--- src/rtl/minterm_sweeper_pkg.sv ---
// Shared definitions for the minterm sweep checker: state encoding and sweep geometry.
// Latency: n/a (definitions only); backpressure: n/a.
package minterm_sweeper_pkg;

  typedef enum logic [1:0] {
    S_IDLE = 2'd0,
    S_RUN  = 2'd1,
    S_DONE = 2'd2
  } state_t;

  localparam int NUM_MINTERMS = 16;
  localparam int IDX_W        = 4;
  // Wide enough for the largest legal settle window (15).
  localparam int CNT_W        = 4;

endpackage

--- src/rtl/settle_timer.sv ---
// Loadable down-counter that measures the hold window of each minterm; zero marks the sample edge.
// Latency: load takes effect on the next edge; backpressure: none.
module settle_timer
  import minterm_sweeper_pkg::*;
#(
  parameter int SETTLE = 2
) (
  input  logic clk,
  input  logic rst,
  input  logic load,
  input  logic en,
  output logic zero
);

  logic [CNT_W-1:0] cnt;

  always_ff @(posedge clk or posedge rst) begin
    if (rst) begin
      cnt <= '0;
    end else if (load) begin
      cnt <= CNT_W'(SETTLE - 1);
    end else if (en && cnt != '0) begin
      cnt <= cnt - 1'b1;
    end
  end

  assign zero = (cnt == '0);

endmodule

--- src/rtl/minterm_sweeper.sv ---
// Drives all 16 minterms onto a 4-input function block, captures f into a truth table and scores it.
// Latency: 16*SETTLE cycles from start to done; backpressure: none, start is ignored while busy.
module minterm_sweeper
  import minterm_sweeper_pkg::*;
#(
  parameter int          SETTLE   = 2,
  parameter logic [15:0] EXPECTED = 16'h0000
) (
  input  logic        clk,
  input  logic        rst,
  input  logic        start,
  input  logic        f,
  output logic        x1,
  output logic        x2,
  output logic        x3,
  output logic        x4,
  output logic        busy,
  output logic        done,
  output logic [15:0] tt,
  output logic [4:0]  mismatch_cnt,
  output logic        pass
);

  state_t           state;
  logic [IDX_W-1:0] idx;
  logic             launch;
  logic             sample;
  logic             last;
  logic             miss;
  logic             tmr_load;
  logic             tmr_zero;
  logic [4:0]       cnt_nxt;

  assign launch   = start && (state != S_RUN);
  assign sample   = (state == S_RUN) && tmr_zero;
  assign last     = (idx == IDX_W'(NUM_MINTERMS - 1));
  assign miss     = (f != EXPECTED[idx]);
  assign cnt_nxt  = mismatch_cnt + {4'd0, miss};
  assign tmr_load = launch || (sample && !last);

  settle_timer #(.SETTLE(SETTLE)) u_timer (
    .clk  (clk),
    .rst  (rst),
    .load (tmr_load),
    .en   (state == S_RUN),
    .zero (tmr_zero)
  );

  // The index register is the driven minterm, so x changes on the same edge as the sample.
  assign {x1, x2, x3, x4} = idx;

  always_ff @(posedge clk or posedge rst) begin
    if (rst) begin
      state        <= S_IDLE;
      idx          <= '0;
      busy         <= 1'b0;
      done         <= 1'b0;
      tt           <= '0;
      mismatch_cnt <= '0;
      pass         <= 1'b0;
    end else begin
      case (state)
        S_IDLE, S_DONE: begin
          if (launch) begin
            state        <= S_RUN;
            idx          <= '0;
            busy         <= 1'b1;
            done         <= 1'b0;
            tt           <= '0;
            mismatch_cnt <= '0;
            pass         <= 1'b0;
          end
        end
        S_RUN: begin
          if (sample) begin
            tt[idx]      <= f;
            mismatch_cnt <= cnt_nxt;
            if (last) begin
              state <= S_DONE;
              idx   <= '0;
              busy  <= 1'b0;
              done  <= 1'b1;
              // Uses the count including this final sample.
              pass  <= (cnt_nxt == 5'd0);
            end else begin
              idx <= idx + 1'b1;
            end
          end
        end
        default: state <= S_IDLE;
      endcase
    end
  end

endmodule

--- config.mk ---
export PLATFORM = sky130hd
export DESIGN_NAME = minterm_sweeper
export DESIGN_NICKNAME = d
export VERILOG_FILES = /design/src/rtl/minterm_sweeper_pkg.sv /design/src/rtl/settle_timer.sv /design/src/rtl/minterm_sweeper.sv
export SDC_FILE = /design/constraint.sdc
export NUM_CORES = 1
export LEC_CHECK = 0
export CELL_PAD_IN_SITES_DETAIL_PLACEMENT = 0
export CELL_PAD_IN_SITES_GLOBAL_PLACEMENT = 1
export CORE_ASPECT_RATIO = 0.6
export CORE_MARGIN = 2
export CORE_UTILIZATION = 42
export CTS_CLUSTER_DIAMETER = 120
export CTS_CLUSTER_SIZE = 10
export DETAILED_ROUTE_END_ITERATION = 6
export PLACE_DENSITY = 0.82
export SLEW_MARGIN = 20
export SYNTH_ARGS = -nofsm -noshare
export SYNTH_HDL_FRONTEND = slang
export SYNTH_SLANG_ARGS = --single-unit
--- constraint.sdc ---
create_clock -name clk -period 4.8 [get_ports clk]
set_input_delay 0.96 -clock clk [delete_from_list [all_inputs] [get_ports clk]]
set_output_delay 0.96 -clock clk [all_outputs]
set_load 0.1 [all_outputs]
# --- Yosys cells after proc, flatten, opt, wreduce, memory -nomap -nowiden ---
# Memory sizes are Yosys's and may differ from the RTL's.
# Index checks and enable logic that the tools add are counted.
word_totals:
  ff_bits: 34
  mem_count: 1
  word_cells: 70
  out_inout_bits: 28
  input_bits: 4
  rom_bits: 16
classes:
  muxes: 31
  order_cmp: 2
  reduce_logical: 17
  n_eq_ne: 8
  n_addsub: 3
memory_table:
  columns: ["memory", "depth", "width", "rd", "rd_ports_with_merged_regs", "wr", "line_no", "text"]
  rows:
  - ["(name not given)", 16, 1, 1, 0, 0, "minterm_sweeper.sv:37", "assign miss = (f != EXPECTED[idx]);"]
ops:
  columns: ["operator", "n"]
  rows:
  - ["$mux 16", 2]
  - ["$pmux 16 s2", 1]
  - ["$mux 4", 5]
  - ["$bwmux 16", 1]
  - ["$mux 1", 10]
  - ["$mux 5", 2]
  - ["$pmux 5 s2", 1]
  - ["$pmux 4 s2", 1]
  - ["$mux 2", 3]
  - ["$ne 2x2->1 const B", 3]
  - ["$pmux 1 s2", 3]
  - ["$reduce_and 3->1", 2]
  - ["$add 5x1->5", 1]
  - ["$logic_and 1x1->1", 5]
  - ["$logic_not 5->1", 1]
  - ["$lt 4x5->1 const B", 1]
  - ["$add 4x1->4 const B", 1]
  - ["$demux 1 s4", 1]
  - ["$eq 4x4->1 const B", 1]
  - ["$ge 4x1->1 const B", 1]
  - ["$logic_not 4->1", 1]
  - ["$pmux 2 s2", 1]
  - ["$reduce_and 4->1", 1]
  - ["$reduce_bool 2->1", 2]
  - ["10 further kinds", 10]

# --- Depth between registers and ports, before layout ---
logic_depth:
  word_depth: 8
  mapped_depth: 8

# --- Cells and area by module ---
# From an unflattened synthesis, not the netlist that was laid out.
hier_totals:
  hier_cells: 176
  area_unflattened_um2: 1770.4
modules_own_cells:
  columns: ["module", "instances", "cells_each", "area_each_um2"]
  rows:
  - ["minterm_sweeper", 1, 152, 1529.0]
  - ["settle_timer", 1, 24, 241.5]

# --- Worst setup path after synthesis ---
# No wires, ideal clock.
synth_path:
  kind: "register to register"
  startpoint: "register idx[0]"
  endpoint: "register pass"
  stages_incl_launch_ff: 8
  arrival_time_ps: 2440
  slack_ps: 2233
  n_path_buf: 2
  cell_sequence: "dfrtp_1 ha_1 clkbuf_1 nand3_1 or3_1 buf_6 nand2_4 mux2_4"
synth_via:
  elab_chain_len: 8
  elab_cells_between_ends: 11
  classes_between: "add/sub (1); eq/ne (3); mux (4); reduce/logical (2); memory (1)"
synth_lines:
  columns: ["element", "line_no", "text"]
  rows:
  - ["start, declared", "minterm_sweeper.sv:25", "logic [IDX_W-1:0] idx;"]
  - ["start signal, assigned", "minterm_sweeper.sv:86", "idx <= idx + 1'b1;"]
  - ["$mem_v2 16x1", null, null]
  - ["$mux 1 (implied by the code)", "minterm_sweeper.sv:37", null]
  - ["$ne 1x1->1", "minterm_sweeper.sv:37", null]
  - ["$add 5x1->5", "minterm_sweeper.sv:38", "assign cnt_nxt = mismatch_cnt + {4'd0, miss};"]
  - ["$logic_not 5->1", "minterm_sweeper.sv:84", "pass <= (cnt_nxt == 5'd0);"]
  - ["$mux 1", "minterm_sweeper.sv:78", "if (last) begin"]
  - ["$mux 1", "minterm_sweeper.sv:75", "if (sample) begin"]
  - ["$pmux 1 s2", "minterm_sweeper.sv:62", "case (state)"]
  - ["end signal, assigned", "minterm_sweeper.sv:84", null]
  - ["end, declared", "minterm_sweeper.sv:21", "output logic pass"]
# Parallel ways exist; a longest one is shown, timed or not. The select of a mux whose other input is x is not followed.
# A chain may end at the register's enable or synchronous reset.

# --- Worst setup path after layout ---
layout_path:
  startpoint: "register idx[2]"
  endpoint: "output x2"
layout_lines:
  columns: ["element", "line_no", "text"]
  rows:
  - ["end, declared", "minterm_sweeper.sv:14", "output logic x2,"]
# No word-level cell between the ends.

==> impl_summary.log <==
[metrics] status: completed
[metrics] RePlAce Congestion: 0.777
[metrics] row count: 18
[metrics] number of buffers inserted by hold repair at cts: 0
[metrics] gate count of the mapped netlist: 182
[metrics] top flip-flop cell by instance count after synthesis: dfrtp_1
[metrics] number of antenna violations at the first check in global routing: 0
[metrics] critical path cell sequence: clkdlybuf4s50_1
[metrics] share of Yosys cell area claimed by the top area cell type: 0.485
[metrics] placed wire-length estimate: 2.86 mm
[metrics] number of endpoints failing setup at the final stage: 0
[metrics] post-synthesis async set-or-reset flop share: 1.00
[metrics] largest net degree at the start of global routing: 35
[metrics] effective utilization at floorplan: 0.433
[metrics] fmax: 330 MHz
[metrics] Arrival @ worst endpoint: 2.07 ns
[metrics] number of clock buffers inserted by TritonCTS: 5
[metrics] count of final max-slew check failures: 0
[metrics] kind of cell adding the most delay to the critical path: buffers and inverters
[metrics] wire length per cell: 15.7 um
[metrics] most frequent cell after synthesis: dfrtp_1
[metrics] worst-case clock buffer depth: 2
[metrics] slowest stage cell on the critical path: clkdlybuf4s50_1
[metrics] fraction of final layout cells with drive strength greater than 1: 0.0577
[metrics] setup TNS after final layout: 0 ns
[metrics] most numerous cell types in the synthesized netlist: dfrtp_1 (34), nand2_1 (30), nand3_1 (18), mux2i_1 (13), o21ai_0 (13)
[metrics] via density per instance: 5.52
[metrics] first-pass GRT wire length: 6.39 mm
[metrics] flop2flop setup slack: 2.56 ns
[metrics] core region area: 4050 um2
[metrics] area growth from synthesis to layout: 23.1%
[metrics] Cell variety after synth: 33
[metrics] post-route design area: 2160 um2
[metrics] hold path start: busy$_DFFE_PP0P_
[metrics] worst voltage drop across the vdd grid: 355 uV
[metrics] fraction of the yosys area taken by sequential cells: 0.485
[metrics] count of inserted antenna diode cells: 0
[metrics] Min Clock Period, post-route: 3.03 ns
[metrics] slew margin rel.: 0.340
[metrics] largest cells by area after synthesis: dfrtp_1 (49%), mux2i_1 (7.4%), nand2_1 (6.4%)
[metrics] iteration-0 DRC count of the detailed router: 64
[metrics] final-layout fill cell count: 356
[metrics] RSZ-0062 raised after global routing: false
[metrics] largest area contributor in the netlist: dfrtp_1
[metrics] crit-path max FO: 11
[metrics] total setup buffers inserted after CTS: 0
[metrics] worst hold-check path type: reg2reg
[metrics] Worst-Skew Late Latency: 0.29 ns
[metrics] Cell Pwr Density: 648 nW/um2
[metrics] leakage component of the power: 1.02 nW
[metrics] adder-cell share of the synthesized area: 0.0571
[metrics] combined area of all synthesized cells: 1750 um2
[metrics] cell chosen for the clock root: clkbuf_8
[metrics] main combinational cell family by area after synthesis: simple AND/OR/NAND/NOR gates
[metrics] number of violations of the max-capacitance limit: 0
[metrics] area share of and/or/nand/nor cells after synthesis: 0.212
[metrics] hold violation total from the final report: 0
[metrics] Startpoint Class: register
[metrics] Die Outline Area: 4730 um2
[metrics] post-route clock period utilization: 0.631
[metrics] number of storage elements in the synthesis netlist: 34
[metrics] multiplexer area fraction after synthesis: 0.0827
[metrics] post-detailed-route count of antenna-violating nets: 0
[metrics] final global-route overflow total: 0
[metrics] number of placed I/O pins: 32
[metrics] post-CTS sizing: 0
[metrics] overall die height: 54.1 um
[metrics] detailed-route wire length: 4.04 mm
[metrics] Pre-antenna DRT Iters: 4
[metrics] compound-cell area share of the yosys netlist: 0.103
[metrics] number of global-route vias before repair: 1,283
[metrics] number of synthesized flops with an enable pin: 0
[metrics] critical path start-end classification: reg2out
[metrics] Req. time, crit path: 3.84 ns
[metrics] DRC violation count after routing: 0
[metrics] Syn Nets: 194
[metrics] instance area at placement: 2080 um2
[metrics] Post-Route Skew: 0.00504 ns
[metrics] Slew @ Worst Pin: 0.987 ns
[metrics] CP bufs+invs: 1
[metrics] die extent in x: 87.4 um
[metrics] count of yosys warnings during synthesis: 0
[metrics] TritonCTS clock tree: built
[metrics] average footprint of a synthesized cell: 9.64 um2
[metrics] Final #Nets: 221
[metrics] Crit Reg-Reg Startpoint: u_timer.cnt[0]$_DFFE_PP0P_
[metrics] origin of the worst setup path: idx[2]$_DFFE_PP0P_
[metrics] Max H-tree Level: 2
[metrics] combined global-route utilization of all metal layers: 0.186
[metrics] Reg clk slew, reported paths: 0.06 ns
[metrics] element type at the critical path end: output port
[metrics] post-synthesis xor/xnor area fraction: 0.0150
[metrics] buffers added on ports: 31
[metrics] Clock Sink Count: 34
[metrics] routed vias: 1,423
[metrics] maximum single-stage delay on the critical path: 1.21 ns
-- report_power, final --
| part | switching, mW | internal, mW | total [mW] |
|---|---|---|---|
| clock | 0.0975 | 0.110 | 0.208 |
| combinational | 0.578 | 0.188 | 0.766 |
| sequential | 0.0698 | 0.356 | 0.426 |
-- metal layers --
| metal | wire [um] | global-route usage |
|---|---|---|
| met4 | 51 | 0.0385 |
| met2 | 1670 | 0.251 |
| met3 | 266 | 0.0874 |
| met1 | 2060 | 0.268 |
| met5 | 0 | 0 |
-- layout make-up --
| class | instances | area [um2] | share of cell area |
|---|---|---|---|
| clock buffers | 6 | 82.6 | 0.0382 |
| inverters | 6 | 22.5 | 0.0104 |
| multi-input cells | 130 | 823 | 0.381 |
| flip-flops and latches | 34 | 851 | 0.394 |
| well taps | 50 | 62.6 | 0.0290 |
| repair buffers | 32 | 318 | 0.147 |
-- flip-flops by register name, summed over array words and instances, names as in the netlist --
name          count
state             2
done              1
idx               4
u_timer.cnt       4
tt               16
busy              1
pass              1
mismatch_cnt      5
-- stage by stage --
step	instances	util	hold slack, ns	total power [mW]	setup slack (ns)
finish	258	0.533	0.492	1.40	1.77
global route	258	0.533	0.523	1.48	1.72
CTS	258	0.533	0.488	1.41	1.76
global placement	252	0.512	0.467	1.18	1.91
detailed placement	252	0.512	0.467	1.19	1.80
floorplan	182	-	0.467	1.02	2.23
-- cells by family (layout without fill, tap and decap cells) --
group | Yosys count | after routing
DFF | 34 | 34
muxes | 14 | 14
AOI/OAI and AO/OA | 29 | 29
and+or+nand+nor | 76 | 76
buffers and inverters | 18 | 44
xor gates and xnor gates | 3 | 3
adders and majority gates | 8 | 8
-- cells in the final DEF, fill, tap and decap left out, drive strengths merged, types with 2 or more instances in the layout --
cell type      synthesis  final
o21ai                 15     15
clkdlybuf4s50          0     31
mux2i                 13     13
o31ai                  2      2
dfrtp                 34     34
nor2b                  4      4
xnor2                  2      2
ha                     8      8
inv                    6      6
nand4                  6      6
nor3                   3      3
nand2b                 3      3
clkbuf                 7      6
nor2                   7      7
nand3                 18     18
a22o                   2      2
a21oi                  5      5
nand2                 31     31
-- path summary, 6_finish.rpt --
check | endpoint | cells after the start
worst max register to register | idx[3]$_DFFE_PP0P_ | 6
worst max-delay path | x2 | 1
max in group asynchronous | tt[12]$_DFFE_PP0P_ | 3
min in group asynchronous | tt[7]$_DFFE_PP0P_ | 3
worst min register to register | busy$_DFFE_PP0P_ | 2
worst min-delay path | busy$_DFFE_PP0P_ | 2
Note: power is estimated with default switching activity, not from simulation.
